===== src/rtl/radix4.sv =====
// Iterative signed multiplier: radix-4 Booth recoding, one digit per clock,
// N/2 iterations per product. start is level-sensitive and restarts from any state.
module radix4 #(
    parameter int N = 32
) (
    input  logic           clk,
    input  logic           rst_n,
    input  logic           start,
    input  logic [N-1:0]   inputA,
    input  logic [N-1:0]   inputB,
    output logic [2*N-1:0] out,
    output logic           done
);
    localparam int ITER = N / 2;
    localparam int CW   = (ITER > 1) ? $clog2(ITER) : 1;
    localparam logic [CW-1:0] LAST = CW'(ITER - 1);

    typedef enum logic [1:0] {IDLE, LOAD, RUN} state_t;

    state_t         state_q, state_d;
    logic [N-1:0]   a_q, a_d;
    logic [N-1:0]   b_q, b_d;
    logic           bm1_q, bm1_d;
    logic [2*N-1:0] acc_q, acc_d;
    logic [CW-1:0]  cnt_q, cnt_d;
    logic [2*N-1:0] out_q, out_d;
    logic           done_q, done_d;

    logic [2:0]     trip;
    logic [N+1:0]   a_ext, pp;
    logic [2*N-1:0] pp_ext, pp_sh, sum;

    // Two guard bits keep -2A exact for the most negative multiplicand.
    assign a_ext  = {{2{a_q[N-1]}}, a_q};
    // b_q shifts right two bits per digit, so the current triplet is always at the bottom.
    assign trip   = {b_q[1], b_q[0], bm1_q};

    always_comb begin
        pp = '0;
        case (trip)
            3'b001, 3'b010: pp = a_ext;
            3'b011:         pp = a_ext << 1;
            3'b100:         pp = -(a_ext << 1);
            3'b101, 3'b110: pp = -a_ext;
            default:        pp = '0;
        endcase
    end

    assign pp_ext = {{(N-2){pp[N+1]}}, pp};
    assign pp_sh  = pp_ext << {cnt_q, 1'b0};
    assign sum    = acc_q + pp_sh;

    always_comb begin
        state_d = state_q;
        a_d     = a_q;
        b_d     = b_q;
        bm1_d   = bm1_q;
        acc_d   = acc_q;
        cnt_d   = cnt_q;
        out_d   = out_q;
        done_d  = done_q;
        if (start) begin
            state_d = LOAD;
            a_d     = inputA;
            b_d     = inputB;
            bm1_d   = 1'b0;
            acc_d   = '0;
            cnt_d   = '0;
            done_d  = 1'b0;
        end else begin
            case (state_q)
                IDLE: ;
                LOAD, RUN: begin
                    acc_d   = sum;
                    b_d     = {2'b00, b_q[N-1:2]};
                    bm1_d   = b_q[1];
                    cnt_d   = cnt_q + CW'(1);
                    state_d = RUN;
                    if (cnt_q == LAST) begin
                        out_d   = sum;
                        done_d  = 1'b1;
                        state_d = IDLE;
                    end
                end
                default: state_d = IDLE;
            endcase
        end
    end

    always_ff @(posedge clk or negedge rst_n) begin
        if (!rst_n) begin
            state_q <= IDLE;
            a_q     <= '0;
            b_q     <= '0;
            bm1_q   <= 1'b0;
            acc_q   <= '0;
            cnt_q   <= '0;
            out_q   <= '0;
            done_q  <= 1'b0;
        end else begin
            state_q <= state_d;
            a_q     <= a_d;
            b_q     <= b_d;
            bm1_q   <= bm1_d;
            acc_q   <= acc_d;
            cnt_q   <= cnt_d;
            out_q   <= out_d;
            done_q  <= done_d;
        end
    end

    assign out  = out_q;
    assign done = done_q;
endmodule


===== config.mk =====
export PLATFORM = sky130hd
export DESIGN_NAME = radix4
export DESIGN_NICKNAME = d
export VERILOG_FILES = /design/src/rtl/radix4.sv
export SDC_FILE = /design/constraint.sdc
export NUM_CORES = 1
export LEC_CHECK = 0
export CORE_MARGIN = 3
export CORE_UTILIZATION = 55
export DETAILED_ROUTE_END_ITERATION = 6
export PLACE_DENSITY = 0.81
export SYNTH_ARGS = -nofsm -noshare
export SYNTH_HDL_FRONTEND = slang
export SYNTH_SLANG_ARGS = --single-unit

===== constraint.sdc =====
create_clock -name clk -period 9 [get_ports clk]
set_clock_uncertainty 0.15 [all_clocks]
set_input_delay 0.9 -clock clk [delete_from_list [all_inputs] [get_ports clk]]
set_output_delay 0.9 -clock clk [all_outputs]
set_load 0.02 [all_outputs]

==> out/qor.txt, run 1 <==
Routed WL per cell - 21.1 um
EDFF count, synth - 0
power density over the cells - 281 mW/mm2
Slew @ Worst Pin - 1.05 ns
commonest non-fill, non-tap cell in the layout - nand2_1
largest net degree at the start of global routing - 127
WP data required - 9.20 ns
GRT overflow - 0
Final HPWL DP - 35.3 mm
Routed Antenna Nets - 0
RSZ-0062 raised after global routing - no
diode count - 0
initial antenna violation count - 0
Critical Path AT - 7.69 ns
final setup vio count - 0
layout cells sized above 1 - 0.0798
Final Worst Setup Slack - 1.51 ns
FF+latch count, synth - 200
critical path capture point type - register
post-synth top area share - 0.318
CTS Buf Count - 17
Leak - 7.80 nW
Starting Density - 0.561
DR iter-0 viols - 1686
vias per cell - 6.53
hold_buf cts - 0
Gate Count Post-Synth - 1882
Layout Nets - 2051
post-cts sizing count - 0
Worst R2R Setup Slack - 1.51 ns
Root Buffer Master - clkbuf_16
drt pass-1 iters - 6
clk buf depth - 2
fill count - 2448
via count - 15100
worst-path fanout max - 12
H-Tree Depth - 4
Async SR Flop Fraction - 1.00
top cells by area, synth - dfrtp_1 32%, nand2_1 6.6%, mux2i_1 6.2%
I/O Buffers - 131
Netlist Area Pre-Place - 0.0157 mm2
Die X - 175 um
die height - 175 um
clock latency on the worst-skew pair - 0.46 ns
post-synthesis sequential area ratio - 0.318
synthesis-to-layout area growth - 12.9%
fin util - 0.634
RD Place Congestion - 0.975
die area - 0.0306 mm2
Max Fclk - 0.133 GHz
Synth Flop Type - dfrtp_1
CTS tree - built
Max Cap Violations - 0
I/O pins - 132
Tot GR Track Use - 0.313
row count - 61
Synthesized Nets - 2016
Synth warnings - 0
Setup WS pre-CTS - 1.74 ns
Rel. slew slack - 0.297
kind of critical path - register to register
final-report hold violation count - 0
vias in the first global route - 14000
clock slew at reported path FFs - 0.07 ns
Yosys cell types - 87
hold crit path type - register to register
# clock sinks - 200
outcome - complete, no violations
syn avg cell area - 8.35 um2
Setup crit start kind - register
post-synth top area cell - dfrtp_1
post-CTS setup repair buffer count - 0
first-pass GRT wire length - 77.5 mm
setup TNS - 0 ns
WL final - 48.7 mm
crit share post-route - 0.832
most frequent cells in the layout - 275 x nand2_1, 200 x dfrtp_1, 139 x o21ai_0, 131 x nor2_1, 129 x clkdlybuf4s50_1
max-slew violation count - 0
Core Area - 0.0280 mm2
Min Clock Period, post-route - 7.49 ns
DR DRC count - 0
VDD IR-drop max - 0.169 mV
==> flip-flops by register name, indices dropped and copies added (netlist names) <==
| name | flops |
|---|---|
| done | 1 |
| state_q | 2 |
| out | 64 |
| a_q | 32 |
| acc_q | 64 |
| cnt_q | 4 |
| bm1_q | 1 |
| b_q | 32 |
==> cell families after synthesis <==
kind of cell,Yosys count,share of synthesized area
and+or+nand+nor,649,0.192
adders and majority gates,67,0.0538
DFF,200,0.318
xor gates and xnor gates,80,0.0446
AOI/OAI and AO/OA,548,0.235
muxes,161,0.112
buffers and inverters,177,0.0439
==> critical path, stage by stage, from the launching register on <==
cell and delay, ns:
dfrtp_1 0.43, inv_1 0.11, ha_1 0.23, or4b_4 0.60, or4_1 0.65, a21oi_2 0.18
nor3_1 0.07, or3_1 0.40, mux4_2 0.52, o21ai_0 0.37, o22ai_1 0.17, ha_1 0.42
nand2_1 0.12, or3_1 0.43, a2111oi_0 0.56, o211ai_1 0.34, a211oi_1 0.80, nor4_1 0.17
or3_1 0.41, a32o_1 0.26
==> cell type report <==
cell class | instances | area [um2] | area share
well taps | 378 | 473 | 0.0267
clock buffers | 20 | 457 | 0.0257
inverters | 45 | 169 | 0.00952
multi-input cells | 1505 | 10100 | 0.567
clock inverters | 12 | 135 | 0.00761
repair buffers | 148 | 1440 | 0.0812
flip-flops and latches | 200 | 5000 | 0.282
==> report_power, final <==
group | total, mW | internal (mW) | switching [mW]
clock | 0.796 | 0.408 | 0.388
combinational | 3.01 | 1.11 | 1.90
sequential | 1.18 | 1.05 | 0.129
==> worst paths after layout <==
kind,from,to,cells after the start
max in group asynchronous,rst_n,cnt_q[3],2
setup reg to reg,a_q[0],acc_q[59],19
hold reg to reg,out[10],out[10],2
setup / recovery,a_q[0],acc_q[59],19
min in group asynchronous,rst_n,out[27],1
hold / removal,out[10],out[10],2
==> per-stage QoR <==
stage | power, mW | cells | cell area (um2) | hold WS (ns)
CTS | 4.92 | 2308 | 17700 | 0.331
detailed placement | 4.10 | 2276 | 17200 | 0.312
floorplan | 3.33 | 1882 | 15700 | 0.300
finish | 4.99 | 2308 | 17700 | 0.322
global route | 5.31 | 2308 | 17700 | 0.348
global placement | 4.06 | 2276 | 17200 | 0.307
==> synth_stat cells, drive strengths merged, types with 41 or more instances <==
cell type / number
a21oi: 119
clkbuf: 104
dfrtp: 200
ha: 66
inv: 44
mux2: 57
mux2i: 98
nand2: 275
nand3: 41
nor2: 134
nor3: 45
o21ai: 142
xnor2: 55
==> metal layers <==
layer,vias up,share of wire,global-route usage
met5,-,0,0
met3,95,0.090,0.0561
li1,7007,-,-
met2,777,0.45,0.486
met4,0,0.027,0.0891
met1,7201,0.44,0.449
Power figures use the tool's default switching activity.
==> run 2: changes to the inputs <==
==> constraint.sdc (replaced) <==
create_clock -name clk -period 7.07 [get_ports clk]
set_clock_uncertainty 0.15 [all_clocks]
set_input_delay 0.707 -clock clk [delete_from_list [all_inputs] [get_ports clk]]
set_output_delay 0.707 -clock clk [all_outputs]
set_load 0.02 [all_outputs]
==> run 2 against run 1 <==
Sequential power is 27% higher. Fmax up 10%. Register-to-register slack got worse by 1.2 ns. Combinational power rose by 29%. Via count grew 0.69%. Global-route usage grew 0.49 points. Wire length up 1.2%. Non-clock buffer count up 30. Hold slack worse by 0.21 ns. Largest power group unchanged.
==> out/qor.txt, run 2 (synthesis gave the netlist of run 1 again) <==
final setup vio count - 0 (unchanged)
WP data required - 7.26 ns (-1.94 ns)
Bufs and invs on worst path - 2 (+1)
GRT overflow - 0 (unchanged)
vias per cell - 6.49 (-0.60%)
I/O pins - 132 (unchanged)
hold_buf cts - 0 (unchanged)
crit share post-route - 0.961 (+0.128)
hold crit path type - input port to asynchronous set/reset pin
Tot GR Track Use - 0.317 (+0.00494)
power density over the cells - 356 mW/mm2 (+27%)
die area - 0.0306 mm2 (unchanged)
max-slew violation count - 0 (unchanged)
largest net degree at the start of global routing - 95 (-25%)
clock latency on the worst-skew pair - 0.47 ns (about the same)
Routed Antenna Nets - 0 (unchanged)
# clock sinks - 200 (unchanged)
setup TNS - 0 ns (unchanged)
Setup crit start kind - register
DR DRC count - 0 (unchanged)
layout cells sized above 1 - 0.0964 (+0.0166)
diode count - 0 (unchanged)
Layout Nets - 2081 (+1.5%)
clk buf depth - 2 (unchanged)
final-report hold violation count - 0 (unchanged)
RD Place Congestion - 0.990 (+1.6%)
die height - 175 um (unchanged)
Final HPWL DP - 36.2 mm (+2.7%)
synthesis-to-layout area growth - 14.5%
Leak - 7.94 nW (+1.8%)
Crit path max-delay family - simple AND/OR/NAND/NOR gates
crit path cell chain - inv_1 > ha_1 > nor4b_4 > nand4_1 > buf_4 > or4_1 > o22ai_1 > o41ai_1 > or2_0 > mux4_2 > mux2i_2 > mux2i_1 > ha_2 > nand4_1 > nor3_1 > a22oi_1 > nand2b_1 > a21oi_1 > nor3_1 > or4_1 > and4_1 > a211o_1
Max Cap Violations - 0 (unchanged)
Slew @ Worst Pin - 1.07 ns (+0.0192 ns)
VDD IR-drop max - 0.216 mV (+28%)
Min Clock Period, post-route - 6.79 ns (-0.701 ns)
initial antenna violation count - 0 (unchanged)
most frequent cells in the layout - 274 x nand2_1, 200 x dfrtp_1, 137 x o21ai_0, 131 x nor2_1, 129 x clkdlybuf4s50_1
Starting Density - 0.561 (unchanged)
Root Buffer Master - clkbuf_16
Rel. slew slack - 0.284 (-0.0128)
outcome - complete, no violations
commonest non-fill, non-tap cell in the layout - nand2_1
CTS tree - built
max incr delay on CP - 0.55 ns (-0.25 ns)
Critical Path AT - 6.98 ns (-0.71 ns)
Routed WL per cell - 21.1 um (about the same)
WL final - 49.3 mm (+1.2%)
first-pass GRT wire length - 78.5 mm (+1.3%)
clock slew at reported path FFs - 0.08 ns (about the same)
critical path capture point type - register
I/O Buffers - 131 (unchanged)
H-Tree Depth - 4 (unchanged)
kind of critical path - register to register
Max Fclk - 0.147 GHz (+10%)
power consumption - 6.40 mW (+28%)
Fin Hold WS - 0.116 ns (-0.206 ns)
drt pass-1 iters - 6 (unchanged)
DR iter-0 viols - 1746 (+3.6%)
vias in the first global route - 14400 (+2.7%)
Die X - 175 um (unchanged)
slowest CP cell - mux4_2
CTS Buf Count - 17 (unchanged)
row count - 61 (unchanged)
via count - 15200 (+0.69%)
worst-path fanout max - 7 (-5)
Core Area - 0.0280 mm2 (unchanged)
==> run 2: cell count changes in the layout (fill, tap and decap cells not counted), sizes merged <==
cell  before  now
buf       18   48
==> run 2: final timing paths <==
path | start | to | slack, ns | cells past startpoint
worst min register to register | out[15] | out[15] | 0.32 | 2
worst max register to register | a_q[0] | acc_q[48] | 0.28 | 22
worst min-delay path | rst_n | out[26] | 0.12 | 1
worst max-delay path | a_q[0] | acc_q[48] | 0.28 | 22
max in group asynchronous | rst_n | acc_q[7] | 5.25 | 2
min in group clk | out[15] | out[15] | 0.32 | 2
==> run 2: timing repair <==
item,4_1_cts,5_1_grt
endpoints found under the setup margin,0,19
gates resized for setup,0,10
setup buffers,0,2
==> run 2: stage by stage <==
step	utilization	area [um2]	setup WS (ns)	instances
2_1_floorplan	-	15700	0.888	1882
3_3_place_gp	0.620	17400	0.391	2304
3_5_place_dp	0.620	17400	0.238	2304
4_1_cts	0.641	18000	0.177	2336
5_1_grt	0.643	18000	-0.0264	2338
6_report	0.643	18000	0.279	2338
==> run 2: per-layer routing <==
metal | global-route usage | vias up | share of wire
met1 | 0.450 | 7297 | 0.43
li1 | - | 7048 | -
met5 | 0 | - | 0
met3 | 0.0556 | 92 | 0.091
met4 | 0.0994 | 0 | 0.026
met2 | 0.497 | 747 | 0.45
==> run 2: report_power, final <==
part           total [mW]  switching (mW)  internal [mW]
registers            1.50           0.164           1.33
clock network        1.02           0.501          0.518
logic                3.89            2.44           1.44
total                6.40            3.11           3.30
==> run 2: worst register-to-register path: cells and delay by family (launching register included) <==
family | cells | cell delay, ns
simple gates | 10 | 2.98
compound gates | 5 | 1.03
mux | 3 | 1.03
fa+ha+maj | 2 | 0.69
flops | 1 | 0.43
buf+inv | 2 | 0.36
==> run 2: final cells by class <==
class                   instances  area [um2]
multi-input cells            1505       10100
repair buffers                178        1670
clock buffers                  20         457
flip-flops and latches        200        5000
well taps                     378         473
clock inverters                12         133
inverters                      45         169
fillers                      2421       10000
==> run 3: changes to the inputs <==
--- a/config.mk
+++ b/config.mk
@@ -8,6 +8,7 @@
 export CORE_MARGIN = 3
 export CORE_UTILIZATION = 55
 export DETAILED_ROUTE_END_ITERATION = 6
+export HOLD_SLACK_MARGIN = 0.06
 export PLACE_DENSITY = 0.81
 export SYNTH_ARGS = -nofsm -noshare
 export SYNTH_HDL_FRONTEND = slang
==> results of run 3 <==
Same layout as run 2: the final DEF is identical, and so are final timing and power.
